===== config.mk =====
export PLATFORM = sky130hd
export DESIGN_NAME = sub_bytes_serial
export DESIGN_NICKNAME = d
export VERILOG_FILES = /design/src/rtl/sub_bytes_serial.sv
export SDC_FILE = /design/constraint.sdc
export NUM_CORES = 1
export LEC_CHECK = 0
export CAP_MARGIN = 20
export CORE_MARGIN = 2
export CORE_UTILIZATION = 35
export CTS_CLUSTER_DIAMETER = 100
export CTS_CLUSTER_SIZE = 12
export DETAILED_ROUTE_END_ITERATION = 10
export GPL_TIMING_DRIVEN = 0
export PLACE_DENSITY = 0.68
export SLEW_MARGIN = 20
export SYNTH_ARGS = -nofsm -noshare
export SYNTH_HDL_FRONTEND = slang
export SYNTH_SLANG_ARGS = --single-unit

===== constraint.sdc =====
create_clock -name clk -period 5.5 [get_ports clk]
set_input_delay 1.1 -clock clk [delete_from_list [all_inputs] [get_ports clk]]
set_output_delay 1.1 -clock clk [all_outputs]
set_load 0.01 [all_outputs]

===== src/rtl/sub_bytes_serial.sv =====
`default_nettype none
// ============================================================================
//  Module   : sub_bytes_serial
//  Brief    : AES SubBytes on a 128-bit state, one byte per cycle through a
//             single forward S-box lookup (IDLE -> BUSY x16 -> DONE).
//  Revision : 1.0  initial release
// ============================================================================
module sub_bytes_serial (
    input  logic         clk,
    input  logic         rst_n,
    input  logic         in_valid,
    output logic         in_ready,
    input  logic [0:127] state_in,
    output logic         out_valid,
    input  logic         out_ready,
    output logic [0:127] state_out,
    output logic         busy
);

    localparam logic [1:0] S_IDLE = 2'd0;
    localparam logic [1:0] S_BUSY = 2'd1;
    localparam logic [1:0] S_DONE = 2'd2;

    // Forward S-box, entry i at bits [8i +: 8] (entry 0 leftmost).
    localparam logic [0:2047] c_sbox = {
        128'h637c777bf26b6fc53001672bfed7ab76,
        128'hca82c97dfa5947f0add4a2af9ca472c0,
        128'hb7fd9326363ff7cc34a5e5f171d83115,
        128'h04c723c31896059a071280e2eb27b275,
        128'h09832c1a1b6e5aa0523bd6b329e32f84,
        128'h53d100ed20fcb15b6acbbe394a4c58cf,
        128'hd0efaafb434d338545f9027f503c9fa8,
        128'h51a3408f929d38f5bcb6da2110fff3d2,
        128'hcd0c13ec5f974417c4a77e3d645d1973,
        128'h60814fdc222a908846eeb814de5e0bdb,
        128'he0323a0a4906245cc2d3ac629195e479,
        128'he7c8376d8dd54ea96c56f4ea657aae08,
        128'hba78252e1ca6b4c6e8dd741f4bbd8b8a,
        128'h703eb5664803f60e613557b986c11d9e,
        128'he1f8981169d98e949b1e87e9ce5528df,
        128'h8ca1890dbfe6426841992d0fb054bb16
    };

    logic [1:0]   r_state;
    logic [1:0]   w_state_nxt;
    logic [3:0]   r_cnt;
    logic [0:127] r_work;
    logic [7:0]   w_sbox_in;
    logic [7:0]   w_sbox_out;

    assign w_sbox_in  = r_work[{r_cnt, 3'b000} +: 8];
    assign w_sbox_out = c_sbox[{w_sbox_in, 3'b000} +: 8];
    assign state_out  = r_work;

    always_comb begin
        w_state_nxt = r_state;
        in_ready    = 1'b0;
        busy        = 1'b0;
        out_valid   = 1'b0;
        case (r_state)
            S_IDLE: begin
                in_ready = 1'b1;
                if (in_valid) w_state_nxt = S_BUSY;
            end
            S_BUSY: begin
                busy = 1'b1;
                if (r_cnt == 4'd15) w_state_nxt = S_DONE;
            end
            S_DONE: begin
                out_valid = 1'b1;
                if (out_ready) w_state_nxt = S_IDLE;
            end
            default: w_state_nxt = S_IDLE;
        endcase
    end

    // Counter wraps 15 -> 0 naturally on the final BUSY cycle.
    always_ff @(posedge clk) begin
        if (!rst_n) begin
            r_state <= S_IDLE;
            r_cnt   <= 4'd0;
            r_work  <= '0;
        end else begin
            r_state <= w_state_nxt;
            case (r_state)
                S_IDLE: begin
                    if (in_valid) begin
                        r_work <= state_in;
                        r_cnt  <= 4'd0;
                    end
                end
                S_BUSY: begin
                    r_work[{r_cnt, 3'b000} +: 8] <= w_sbox_out;
                    r_cnt                        <= r_cnt + 4'd1;
                end
                default: ;
            endcase
        end
    end

endmodule
`default_nettype wire


== After elaboration in Yosys (flattened, before gate mapping) ==
Index checks and enable logic that the tools add are counted.

* Input bits: 132
* Output and inout bits: 131
* Logic and storage cells: 33
* Flip-flop bits (word level): 134

* Bitwise gates (word level): 2
* Equality and inequality tests: 6
* Shift operators: 4
* $add $sub $neg: 2
* Reductions and logical operators: 4
* Multiplexer cells: 12

{| class="wikitable"
|+ Operator list
! cell !! number
|-
| 2048-bit by 12-bit indexed part select with 2049-bit output, first input constant || 1
|-
| 128-bit one-hot mux with 2 select lines || 1
|-
| 129-bit by 9-bit variable shift with 128-bit output, first input constant || 1
|-
| 128-bit by 8-bit indexed part select with 129-bit output || 1
|-
| 129-bit by 9-bit indexed part select with 128-bit output || 1
|-
| 128-bit bitwise mux || 1
|-
| 128-bit two-way mux || 1
|-
| 11-bit NOT with 12-bit output || 1
|-
| 8-bit negator with 9-bit output || 1
|-
| 7-bit NOT with 8-bit output || 1
|-
| 4-bit one-hot mux with 2 select lines || 1
|-
| 2-bit two-way mux || 3
|-
| 2-bit != test, second input constant || 3
|-
| 2-bit one-hot mux with 3 select lines || 1
|-
| 4-bit by 1-bit adder with 4-bit output, second input constant || 1
|-
| 4-bit == test, second input constant || 1
|-
| 4-bit two-way mux || 1
|-
| 1-bit two-way mux || 3
|-
| 3-bit AND reduction || 1
|-
| 2-bit by 1-bit == test with 1-bit output, second input constant || 1
|-
| 2-bit == test, second input constant || 1
|-
| 2-bit zero test || 1
|-
| 2-bit AND reduction || 1
|-
| 2-bit nonzero test || 1
|}

== Longest topological paths before layout ==
* Depth in word-level cells: 7
* Gate-level depth with buffers: 17
* Mapped depth without buffers: 12

== Least setup slack after synthesis ==
No wires, ideal clock.

* Path kind: flip-flop to flip-flop
* Start: reg r_cnt[0]
* End: reg r_work (netlist bit state_out[102])
* Cell stages (with the launch flop): 16
* Path buffers: 6
* Arrival: 3.968 ns
* Required time: 5.441 ns
* Setup slack: 1.472 ns
* Path through: dfxtp_1 buf_6 buf_8 mux4_2 a221oi_2 buf_2 ha_1 clkbuf_1 clkbuf_1 mux2i_1 o21ai_0 o22ai_1 or3_1 nor3_2 buf_2 a22o_1

* Cells in the longest elaborated chain, start to end: 7
* Elaborated cells between the ends (all ways): 9

{| class="wikitable"
|+ Ends and longest elaborated chain
! item !! RTL line !! source
|-
| start: declaration || 46 || <nowiki>logic [3:0] r_cnt;</nowiki>
|-
| start signal: assignment || 94 || <nowiki>r_cnt <= r_cnt + 4'd1;</nowiki>
|-
| 7-bit NOT with 8-bit output (implied by the code) (*) || 51, 93 ||
|-
| 128-bit by 8-bit indexed part select with 129-bit output || 51 || <nowiki>assign w_sbox_in = r_work[{r_cnt, 3'b000} +: 8];</nowiki>
|-
| 11-bit NOT with 12-bit output (implied by the code) || 52 || <nowiki>assign w_sbox_out = c_sbox[{w_sbox_in, 3'b000} +: 8];</nowiki>
|-
| 2048-bit by 12-bit indexed part select with 2049-bit output || 52 ||
|-
| 129-bit by 9-bit indexed part select with 128-bit output || 93 || <nowiki>r_work[{r_cnt, 3'b000} +: 8] <= w_sbox_out;</nowiki>
|-
| 128-bit bitwise mux (*) || 93 ||
|-
| 128-bit one-hot mux with 2 select lines (*) || 85 || <nowiki>case (r_state)</nowiki>
|-
| end signal: assignment || 88 || <nowiki>r_work <= state_in;</nowiki>
|-
| end signal: indexed assignment || 93 ||
|-
| end: declaration || 47 || <nowiki>logic [0:127] r_work;</nowiki>
|}

Every way passes the cells marked *; elsewhere a longest branch is shown, timed or not.
A chain may end at the register's enable or synchronous reset.

== Worst setup path after layout ==
* Start: reg r_cnt[1]
* End: reg r_work (netlist bit state_out[70])

The elaborated chain is that of the path after synthesis.

==> flow_summary.toml <==
[timing]
finalMaxSlewViolations = 0
setup_violations = 5
hold_viol_final = 0
max_freq_mhz = 181.6
fin_skew_ns = 0.01118
max_slew.worst_pin.slew_ns = 1.253
fin_ws_ns = -0.007518
period_minus_slack_ns = 5.508
rsz0062_at_grt = "false"
timing.final.crit_share = 1.001
slew_headroom = 0.1610

[pwr]
p_per_area_mw_per_mm2 = 319.8
p_sw_uw = 2197
power_uw = 4763
peakVddDrop_mv = 0.2112
clkPwrFrac = 0.251
combPwrFrac = 0.517
power_leakage_uw = 0.005884
p_int_uw = 2566
pwr-share-seq = 0.232
swShare = 0.4612

[yosys]
yosysTopAreaCell = "dfxtp_1"
synth_top_area_frac = 0.2454
synth_area_mm2 = 0.01093
synth_edf_count = 0
ys_seq_area_frac = 0.2454
synth-main-ff-cell = "dfxtp_1"
ys_seq_elements = 134
ys_types = 81
avgSynthCellArea_um2 = 7.125
netlist_top_cells_area = "dfxtp_1 25%, nand2_1 14%, nand3_1 7.8%"
ys_async_sr_fraction = 0
yosys_warnings = 0
syn_inst = 1534
syn-num-nets = 1686

[floorplanning]
fp.dieH_um = 180.7
die_x_um = 180.7
design.die.area_mm2 = 0.03266
coreArea_mm2 = 0.03067
io_pins = 263
start_util = 0.3564
rows = 64

[grt]
antenna_found_initial = 1
first_global_vias = 14543
grt_max_degree = 18
grt_util_all_layers = 0.4094
grt_overflow = 0
grt_pass1_wl_um = 99100

[clocking]
clockBufferDepth = 2
path_clk_slew_ns = 0.06
worstSkewPairLatency_ns = 0.44
cts_sinks = 134
cts_tree = "done"
htreeDepth = 4
root_buffer = "clkbuf_16"
cts_buffers = 17

[detailed_routing]
ant_nets = 0
routed_via_density = 6.642
first_iter_violations = 1975
post_drt_wl_per_cell_um = 30.63
wirelength_um = 68360
dr.pass1.iters = 7
drc_errors = 0
num_vias = 14826

[worst_hold_path]
hold_class = "reg2reg"

[placement]
gp_congestion = 1.140
placed_cell_area_mm2 = 0.01408
port_buffers = 261
dp_hpwl_um = 51220

[status]
violations = "setup timing"
outcome = "complete, but fails checks"

[setup_path]
path_max_fanout = 13
cp.arrival_ns = 5.89
critical_path_class = "reg2reg"
end_kind = "register"
cp.required_ns = 5.88
worst_setup_path_start_kind = "register"

[finish]
regArea_mm2 = 0.002683
layout_common_cells = "412 x nand2_1, 261 x clkdlybuf4s50_1, 171 x nand3_1"
final_cell_area_mm2 = 0.01489
n_antenna_cell = 0
nFillCells = 3103
drive_gt1_frac = 0.1008
layout_commonest_cell = "nand2_1"
areaGrowthSynthToFinish_pct = 36.25
fin_nets = 1976
multi_input_area_mm2 = 0.007584

[run]
cap_violations = 0
final timing paths:
kind                                           startpoint                         end  slack [ns]  cells past startpoint
worst max register to register      r_cnt[1]$_SDFFE_PN0P_  state_out[70]$_SDFFE_PN0P_      -0.008                     15
worst min-delay path            state_out[0]$_SDFFE_PN0P_   state_out[0]$_SDFFE_PN0P_        0.58                      4
worst min register to register  state_out[0]$_SDFFE_PN0P_   state_out[0]$_SDFFE_PN0P_        0.58                      4
worst max-delay path                r_cnt[1]$_SDFFE_PN0P_  state_out[70]$_SDFFE_PN0P_      -0.008                     15
per-stage QoR:
step	hold slack (ns)	instances	util	worst slack [ns]	setup TNS, ns
after floorplan	0.5712	1534	-	1.472	0
after global placement	0.5499	2191	0.4577	-0.9255	-75.30
after detailed placement	0.5580	2193	0.4590	-0.8147	-59.71
after CTS	0.5709	2228	0.4816	0.03035	0
after global routing	0.6104	2232	0.4856	0.007568	0
final	0.5786	2232	0.4856	-0.007518	-0.01998
cells by family after synthesis:
logic type / synth area share
simple gates: 0.2982
compound gates: 0.2715
buf+inv: 0.07349
flops: 0.2454
mux: 0.08528
fa+ha+maj: 0.02289
xor+xnor: 0.003205
what timing repair did:
| item | CTS | global route |
|---|---|---|
| pin swaps | 3 | 3 |
| resized for setup | 18 | 20 |
| hold endpoints to repair | 0 | 0 |
| buffers inserted | 4 | 4 |
| hold buffers | 0 | 0 |
| endpoints found under the setup margin | 128 | 96 |
cells in the mapped netlist (24+ instances only):
| cell type | n |
|---|---|
| a31oi_1 | 24 |
| dfxtp_1 | 134 |
| nor2_1 | 84 |
| nand3_1 | 171 |
| o21ai_0 | 57 |
| a22o_1 | 70 |
| nand2_1 | 412 |
| buf_2 | 30 |
| clkbuf_1 | 80 |
| a21oi_1 | 54 |
| mux4_2 | 29 |
| o21ai_1 | 53 |
state kept, by name (all words and copies together) (netlist names):
signal	flops
r_cnt	4
r_state	2
state_out	128
final cells by class:
class	instances	area share
Buffer	141	0.05158
Clock buffer	20	0.03066
Clock inverter	11	0.009998
Inverter	15	0.004033
Multi-Input combinational cell	1244	0.5092
Sequential cell	134	0.1801
Tap cell	396	0.03327
Timing Repair Buffer	271	0.1811
layer usage:
| metal | vias up | share of wire | track usage |
|---|---|---|---|
| li1 | 6209 | - | - |
| met1 | 6971 | 0.35 | 0.4678 |
| met2 | 1250 | 0.45 | 0.6613 |
| met3 | 396 | 0.12 | 0.1294 |
| met4 | 0 | 0.081 | 0.2613 |
| met5 | - | 0 | 0 |
power by group through the flow:
stage | Sequential, uW | Clock, uW | Combinational [uW]
5_1_grt | 1110 | 1230 | 2510
4_1_cts | 1100 | 1190 | 2250
2_1_floorplan | 1120 | 0 | 1190
3_5_place_dp | 1120 | 0 | 2200
3_3_place_gp | 1120 | 0 | 2250
6_report | 1100 | 1200 | 2460
critical path: stages, from the launching register on:
cell,delay (ns)
dfxtp_1,0.42
buf_2,0.35
clkbuf_4,0.39
mux4_2,0.40
a221oi_4,0.42
inv_2,0.21
clkbuf_2,0.37
ha_1,0.42
clkbuf_2,0.39
nor2_2,0.40
o32ai_1,0.14
a211oi_1,0.28
nor4_1,0.12
nor3_4,0.52
buf_2,0.39
a22o_1,0.20
No activity file was read; power rests on OpenSTA's default activity.
